**src/rtl/ext_irq_ctrl.sv**
```systemverilog
// ext_irq_ctrl: edge-triggered interrupt collector with fixed priority and ExtIRQ/ExtIAck four-phase handshake
module ext_irq_ctrl #(
  parameter int N_SRC   = 4,
  parameter int IDW     = 2,
  parameter int TIMER_W = 16
) (
  input  logic               clk,
  input  logic               reset,
  input  logic [N_SRC-1:0]   irq_src,
  input  logic [N_SRC-1:0]   irq_mask,
  input  logic               timer_en,
  input  logic [TIMER_W-1:0] timer_period,
  input  logic               ovr_clr,
  input  logic               ExtIAck,
  output logic               ExtIRQ,
  output logic [IDW-1:0]     irq_id,
  output logic [N_SRC-1:0]   pending,
  output logic [N_SRC-1:0]   overrun
);
  typedef enum logic [1:0] {IDLE, REQ, ACKD} state_t;
  state_t state, state_n;
  logic [N_SRC-1:0] s1, s2, prev, ev, clr, ovr_ev;
  logic [TIMER_W-1:0] cnt;
  logic t_on, tick, req;
  logic [IDW-1:0] low, id_n;
  assign t_on   = timer_en && timer_period != '0;
  assign tick   = t_on && cnt == timer_period - TIMER_W'(1);
  assign ev     = (s2 & ~prev) | {{(N_SRC-1){1'b0}}, tick};
  assign clr    = (state == REQ && ExtIAck) ? N_SRC'(1) << irq_id : '0;
  assign ovr_ev = ev & pending & ~clr;
  assign req    = |(pending & irq_mask);
  always_comb begin
    low = '0;
    for (int i = N_SRC - 1; i >= 0; i--)
      if (pending[i] && irq_mask[i]) low = IDW'(i);
  end
  always_comb begin
    state_n = state == IDLE ? (req ? REQ : IDLE) :
              state == REQ  ? (ExtIAck ? ACKD : REQ) :
                              (ExtIAck ? ACKD : IDLE);
    id_n    = (state == IDLE && req) ? low : irq_id;
  end
  always_ff @(posedge clk or posedge reset) begin
    if (reset) begin
      s1      <= '0;
      s2      <= '0;
      prev    <= '0;
      cnt     <= '0;
      pending <= '0;
      overrun <= '0;
      state   <= IDLE;
      ExtIRQ  <= 1'b0;
      irq_id  <= '0;
    end else begin
      s1      <= irq_src;
      s2      <= s1;
      prev    <= s2;
      cnt     <= (!t_on || tick) ? '0 : cnt + TIMER_W'(1);
      pending <= (pending & ~clr) | ev;
      overrun <= (ovr_clr ? '0 : overrun) | ovr_ev;
      state   <= state_n;
      ExtIRQ  <= state_n == REQ;
      irq_id  <= id_n;
    end
  end
endmodule
```
**config.mk**
```make
export PLATFORM = sky130hd
export DESIGN_NAME = ext_irq_ctrl
export DESIGN_NICKNAME = d
export VERILOG_FILES = /design/src/rtl/ext_irq_ctrl.sv
export SDC_FILE = /design/constraint.sdc
export NUM_CORES = 1
export LEC_CHECK = 0
export CORE_AREA = 5 5 59 87
export CTS_CLUSTER_DIAMETER = 40
export DETAILED_ROUTE_END_ITERATION = 12
export DIE_AREA = 0 0 64 92
export PLACE_DENSITY = 0.79
export SLEW_MARGIN = 20
export SYNTH_ARGS = -nofsm -noshare
export SYNTH_HDL_FRONTEND = slang
export SYNTH_SLANG_ARGS = --single-unit
```
**constraint.sdc**
```tcl
create_clock -name clk -period 6.6 [get_ports clk]
set_input_delay 1.32 -clock clk [delete_from_list [all_inputs] [get_ports clk]]
set_output_delay 1.32 -clock clk [all_outputs]
set_load 0.02 [all_outputs]
```
# Word-level counts from Yosys, hierarchy flattened
# Index checks and enable logic that the tools add are counted.
# totals
reg_bits	41
input_bits	29
output_inout_bits	11
wordCells	50
# op_classes
n_addsub	2
eq_ne	3
shifts	1
n_mux	12
bitwise_logic	10
n_reduce_logical	13
# op_table
operator	count
4-bit bitwise AND	5
16-bit by 1-bit adder with 16-bit output (second input constant)	1
16-bit == test	1
16-bit 2-to-1 mux	1
2-bit 2-to-1 mux	8
16-bit nonzero test	1
16-bit by 1-bit subtractor with 16-bit output (second input constant)	1
1-bit logical AND	8
4-bit 2-to-1 mux	2
4-bit NOT	2
4-bit OR	2
2-bit by 1-bit == test with 1-bit output (second input constant)	2
4-bit by 1-bit OR with 4-bit output	1
4-bit OR reduction	1
1-bit by 2-bit left shift with 4-bit output (first input constant)	1
2-bit logical NOT	1
1-bit logical NOT	1
1-bit logical OR	1
1-bit 2-to-1 mux	1

# Logic depth before layout (Yosys ltp)
# Gate-level depths: netlist of run 1.
# logic_depth
depth_word	7
ltp_mapped	10
mapped_depth_nobuf	8

# Worst setup path after synthesis of run 1
# OpenSTA, ideal clock, no wires.
# synth_timing
path_type	input to register
from	input timer_period[1]
to	register cnt[10]
t_arrival_ps	3236
required_time_ps	6461
setup_slack_ps	3226
path_stages	8
cell_sequence	or4_4 or4_4 a22o_1 nor4_2 and4_1 buf_6 buf_12 nor3_1
# synth_between
elab_chain_cells	5
# synth_rtl
element	line_no	source
from (decl)	12	input logic [TIMER_W-1:0] timer_period,
16-bit by 1-bit subtractor with 16-bit output or 16-bit nonzero test (tied branches)	27, 26	
16-bit == test or 1-bit logical AND (tied branches)	27, 26	
1-bit logical AND or 1-bit logical NOT (tied branches)	27, 58	
1-bit logical OR *	58	cnt <= (!t_on || tick) ? '0 : cnt + TIMER_W'(1);
16-bit 2-to-1 mux *	58	
to (signal assigned)	58	
to (decl)	23	logic [TIMER_W-1:0] cnt;
# Mark *: on every way between the ends. The rest lies on a longest branch, timed or not.
# A chain may end at the register's enable or synchronous reset.

# Worst setup path in the final report of run 1
# layout_timing
from	input timer_period[2]
to	register cnt[12]
# Same word-level chain as after synthesis.

==> impl_metrics.toml, run 1 <==
[logic_synthesis]
yosysMostFrequentCell = "dfrtp_1"
synthMuxAreaShare_pct = 0
synth_ff_type = "dfrtp_1"
synthCells = 223
synth-simple-area-share_pct = 25.9
synth_commonest_cells = "dfrtp_1 (41), nand2_1 (22), nor3_1 (20), xnor2_1 (17), xor2_1 (13)"
synth_seq_cells = 41
synth_adder_area_share_pct = 1.69
synth_top_family_by_area = "simple AND/OR/NAND/NOR gates"
synth_top_area_share_pct = 46.3
synth-edff-count = 0
yosys_warnings = 0
syn_area_per_cell_um2 = 9.93
ys_top_cells_by_area = "dfrtp_1 (46%), xnor2_1 (6.7%), xor2_1 (5.1%), nor3_1 (4.5%), nand2_1 (3.7%)"
synth_top_cell_by_area = "dfrtp_1"
synth-compound-area-share_pct = 9.77
synthArstFlopShare_pct = 100
syn_area_um2 = 2210
seq_area_frac_synth_pct = 46.3
synth_xor_area_share_pct = 13.1
syn_nets = 255
synth_cell_types = 46

[timing]
setup_viol = 0
rsz0062_at_grt = "no"
fin_tns_setup_ns = 0
fmax_ghz = 0.248
slew_headroom_pct = 54.0
clock_skew_ns = 0.00733
period_share_pct = 61.1
final_hold_viol_count = 0
period_needed_ns = 4.03
whs_ns = 0.354
worstMarginPinSlew_ns = 0.683
maxSlewViolCount = 0

[die]
io-pin-count = 40
start_util_pct = 52.2
die_h_um = 92
num_rows = 29
fp.coreArea_um2 = 4250
die_x_um = 64
dieArea_um2 = 5890

[worst_setup_path]
crit_path_max_fanout = 16
arrival_ns = 4.17
cp_cell_sequence = "clkdlybuf4s50_1, or4_4, or4_4, a22o_1, nor4_2, and4_1, nor3_1"
startpoint_type = "primary input"
endpoint_kind = "flip-flop"
worstPathRequired_ns = 6.74
crit_slowest_cell = "and4_1"
crit_family = "simple AND/OR/NAND/NOR gates"
crit_type = "in2reg"
cp_num_buf_inv = 1
cpMostUsedCell = "or4_4"
slowest_delay_ns = 0.68

[final_layout]
final_cells = 315
final_net_count = 300
drive_gt1_share_pct = 7.06
area_delta_synth_final_pct = 23.2
fillers = 349
antenna_cells = 0
fin_util_pct = 64.3

[cts]
cts_sinks = 41
cts.clk_slew.worst_paths_ns = 0.07
cts_tree = "done"
cts_htree_levels = 2
post_cts_resized = 0
numCtsBuffers = 5
hold_buffers = 0
cts_setup_buffers = 0
insertion_delay_ns = 0.29
root_buffer = "clkbuf_8"
cts_buffer_depth = 2

[pwr]
p_per_area_nw_per_um2 = 240
ir_drop_mv = 0.272
leakage_nw = 1.10

[global_route]
antenna_found_initial = 0
track_usage_pct = 17.0
grt_max_degree = 42
overflow = 0
grt_pass1_vias = 1798
grt_first_pass_wirelength_um = 8210

[placed_design]
gp_congestion = 0.867
place_inst = 307
place_hpwl_um = 3550
port_buffers = 39

[route]
post_drt_via_cell_ratio = 5.60
ant_nets = 0
dr.pass1.iters = 4
wirelength_um = 4610
avgRoutedWirePerCell_um = 14.6
via_count = 1764
drtIter0Drc = 56
drc_errors = 0

[run]
drv_cap = 0

[outcome]
outcome = "finished clean"

[hold_path]
min_path_type = "reg2reg"
==> power by group <==
group          total (W)  switching, W  internal (W)
combinational   0.000185     0.0000944     0.0000909
sequential      0.000313     0.0000289      0.000284
clock           0.000157     0.0000840     0.0000729
==> stage by stage <==
step / power, W / cell area, um2 / setup slack, ns
detailed placement: 0.000506 / 2640 / 2.32
CTS: 0.000662 / 2730 / 2.61
global placement: 0.000503 / 2640 / 2.33
floorplan: 0.000413 / 2210 / 3.23
finish: 0.000656 / 2730 / 2.57
global route: 0.000694 / 2730 / 2.44
==> worst register-to-register path, delay by kind of cell (launching register included) <==
kind                      cells  cell delay (ns)
DFF                           1             0.45
and+or+nand+nor               4             1.27
xor gates and xnor gates      1             0.35
AOI/OAI and AO/OA             1             0.34
==> area by class of cell <==
cell class / instances / area [um2] / share of cell area [%]
Multi-Input combinational cell: 169 / 1120 / 40.9
Sequential cell: 41 / 1030 / 37.6
Timing Repair Buffer: 41 / 405 / 14.9
Clock buffer: 5 / 68.8 / 2.52
Tap cell: 46 / 57.6 / 2.11
Inverter: 10 / 37.5 / 1.38
Clock inverter: 3 / 17.5 / 0.642
==> worst paths after layout <==
check	start	endpoint	slack (ns)	cells past startpoint
hold reg to reg	s1[3]	s2[3]	0.35	0
setup reg to reg	cnt[2]	cnt[12]	4.05	6
min in group asynchronous	reset	prev[0]	1.45	3
max in group asynchronous	reset	cnt[11]	4.81	3
setup / recovery	timer_period[2]	cnt[12]	2.57	7
hold / removal	s1[3]	s2[3]	0.35	0
==> state kept, by name, summed over array words and instances (netlist names) <==
| register | count |
|---|---|
| pending | 4 |
| cnt | 16 |
| prev | 4 |
| overrun | 4 |
| irq_id | 2 |
| state | 2 |
| s1 | 4 |
| ExtIRQ | 1 |
| s2 | 4 |
==> layout by cell type (no fill, tap or decap), types with 5 or more instances in the layout <==
master / count
o21ai_0: 6
nand2b_1: 7
clkbuf_8: 5
nor4_1: 5
nor3_1: 20
clkdlybuf4s50_1: 39
nor2_1: 12
dfrtp_1: 41
nand3_1: 12
xor2_1: 13
inv_1: 10
xnor2_1: 17
nand2_1: 22
==> cell families after synthesis <==
family	after synthesis
buf+inv	13
xor+xnor	31
simple gates	104
fa+ha+maj	3
compound gates	31
flops	41
==> metal layers <==
layer / up-vias / wire length, um / GRT usage [%]
met4: 0 / 67 / 5.55
met1: 845 / 1920 / 21.5
met3: 8 / 132 / 2.81
li1: 887 / - / -
met2: 24 / 2490 / 28.9
met5: - / 0 / 0
Power figures use the tool's default switching activity.
==> inputs of run 2 (changes only) <==
CORE_AREA = 5 5 60 88   (was 5 5 59 87)
DIE_AREA = 0 0 65 93   (was 0 0 64 92)
PLACE_DENSITY = 0.77   (was 0.79)
clock period = 3.73 ns   (was 6.6 ns; I/O delays follow)
==> impl_metrics.toml, run 2 (same netlist as run 1, synthesis figures left out) <==
[cts]
insertion_delay_ns = 0.28
root_buffer = "clkbuf_8"
cts.clk_slew.worst_paths_ns = 0.08
cts_buffer_depth = 2
cts_htree_levels = 2
hold_buffers = 0
numCtsBuffers = 5
cts_setup_buffers = 0
post_cts_resized = 0
cts_sinks = 41
cts_tree = "done"

[global_route]
grt_pass1_vias = 1724
track_usage_pct = 16.8
grt_max_degree = 31
grt_first_pass_wirelength_um = 7980
antenna_found_initial = 0
overflow = 0

[worst_setup_path]
cpMostUsedCell = "or4_4"
slowest_delay_ns = 0.57
endpoint_kind = "flip-flop"
arrival_ns = 3.29
worstRegToRegCells = 7
crit_path_max_fanout = 16
startpoint_type = "primary input"
cp_cell_sequence = "clkdlybuf4s50_1, or4_4, or4_4, a22o_1, nor4_2, and4_1, buf_4, nor3_1"
worstPathRequired_ns = 3.89
crit_slowest_cell = "or4_4"
crit_type = "in2reg"

[final_layout]
mostFrequentLayoutCells = "dfrtp_1 (41), clkdlybuf4s50_1 (39), nand2_1 (22)"
layout_commonest_cell = "dfrtp_1"
regMostFlops = "cnt"
largest_register_ffs = 16
area_delta_synth_final_pct = 26.0
drive_gt1_share_pct = 8.79
antenna_cells = 0
final_net_count = 304

[pwr]
ir_drop_mv = 0.351
p_per_area_nw_per_um2 = 442
leakage_nw = 1.13

[hold_path]
min_path_type = "reg2reg"
whs_path_depth = 0

[placed_design]
port_buffers = 39
gp_congestion = 0.867
place_hpwl_um = 3670

[timing]
rsz0062_at_grt = "no"
maxSlewViolCount = 0
period_share_pct = 83.9
fmax_ghz = 0.319
worstMarginPinSlew_ns = 0.597
fin_tns_setup_ns = 0
clock_skew_ns = 0.00479
final_hold_viol_count = 0
period_needed_ns = 3.13
whs_ns = 0.362
slew_headroom_pct = 59.9
setup_viol = 0

[route]
ant_nets = 0
avgRoutedWirePerCell_um = 14.6
post_drt_via_cell_ratio = 5.50
wirelength_um = 4680
drc_errors = 0
via_count = 1764
drtIter0Drc = 95
dr.pass1.iters = 4

[die]
start_util_pct = 49.6
dieArea_um2 = 6050
io-pin-count = 40
num_rows = 30
die_x_um = 65
fp.coreArea_um2 = 4470
die_h_um = 93

[run]
drv_cap = 0

[outcome]
outcome = "finished clean"
[run 2: cell count changes in the layout (fill, tap and decap cells not counted)]
cell	delta
bufinv_16	+1
clkinv_4	+1
inv_1	-1
inv_2	+1
clkinv_2	-2
buf_4	+4
[run 2: metal layers]
metal  global-route usage [%]  wire length (um)
met1                     21.2              1940
met2                     29.3              2560
met3                     2.64               113
met4                     4.76                65
met5                        0                 0
[run 2: area by class of cell]
class | instances | area, um2
Fill cell | 374 | 1680
Sequential cell | 41 | 1030
Timing Repair Buffer | 45 | 435
Clock buffer | 5 | 68.8
Inverter | 10 | 37.5
Clock inverter | 3 | 46.3
Tap cell | 48 | 60.1
Multi-Input combinational cell | 169 | 1120
[run 2: path summary, 6_finish.rpt]
kind	slack, ns	start	to
setup / recovery	0.60	timer_period[2]	cnt[9]
hold / removal	0.36	s1[3]	s2[3]
setup reg to reg	1.48	cnt[2]	cnt[9]
hold reg to reg	0.36	s1[3]	s2[3]
max in group asynchronous	2.35	reset	prev[3]
min in group asynchronous	0.84	reset	s2[1]
[run 2: per-stage QoR]
step / utilization, % / worst slack (ns) / cells / cell area (um2) / total power (W)
6_report: 62.5 / 0.600 / 321 / 2790 / 0.00123
3_5_place_dp: 59.9 / 0.335 / 313 / 2680 / 0.000897
5_1_grt: 62.5 / 0.502 / 321 / 2790 / 0.00130
4_1_cts: 62.5 / 0.623 / 321 / 2790 / 0.00125
2_1_floorplan: - / 0.930 / 223 / 2210 / 0.000731
3_3_place_gp: 59.9 / 0.385 / 313 / 2680 / 0.000891
[run 2: worst max-delay path: cells and delay by family]
kind	cells	cell delay, ns
AO/OA/AOI/OAI	1	0.20
buffers and inverters	2	0.71
AND/OR/NAND/NOR	5	1.62
[run 2: power by group]
group	internal (W)	switching [W]
clock network	0.000200	0.000149
logic	0.000162	0.000168
registers	0.000503	0.0000508
total	0.000865	0.000367
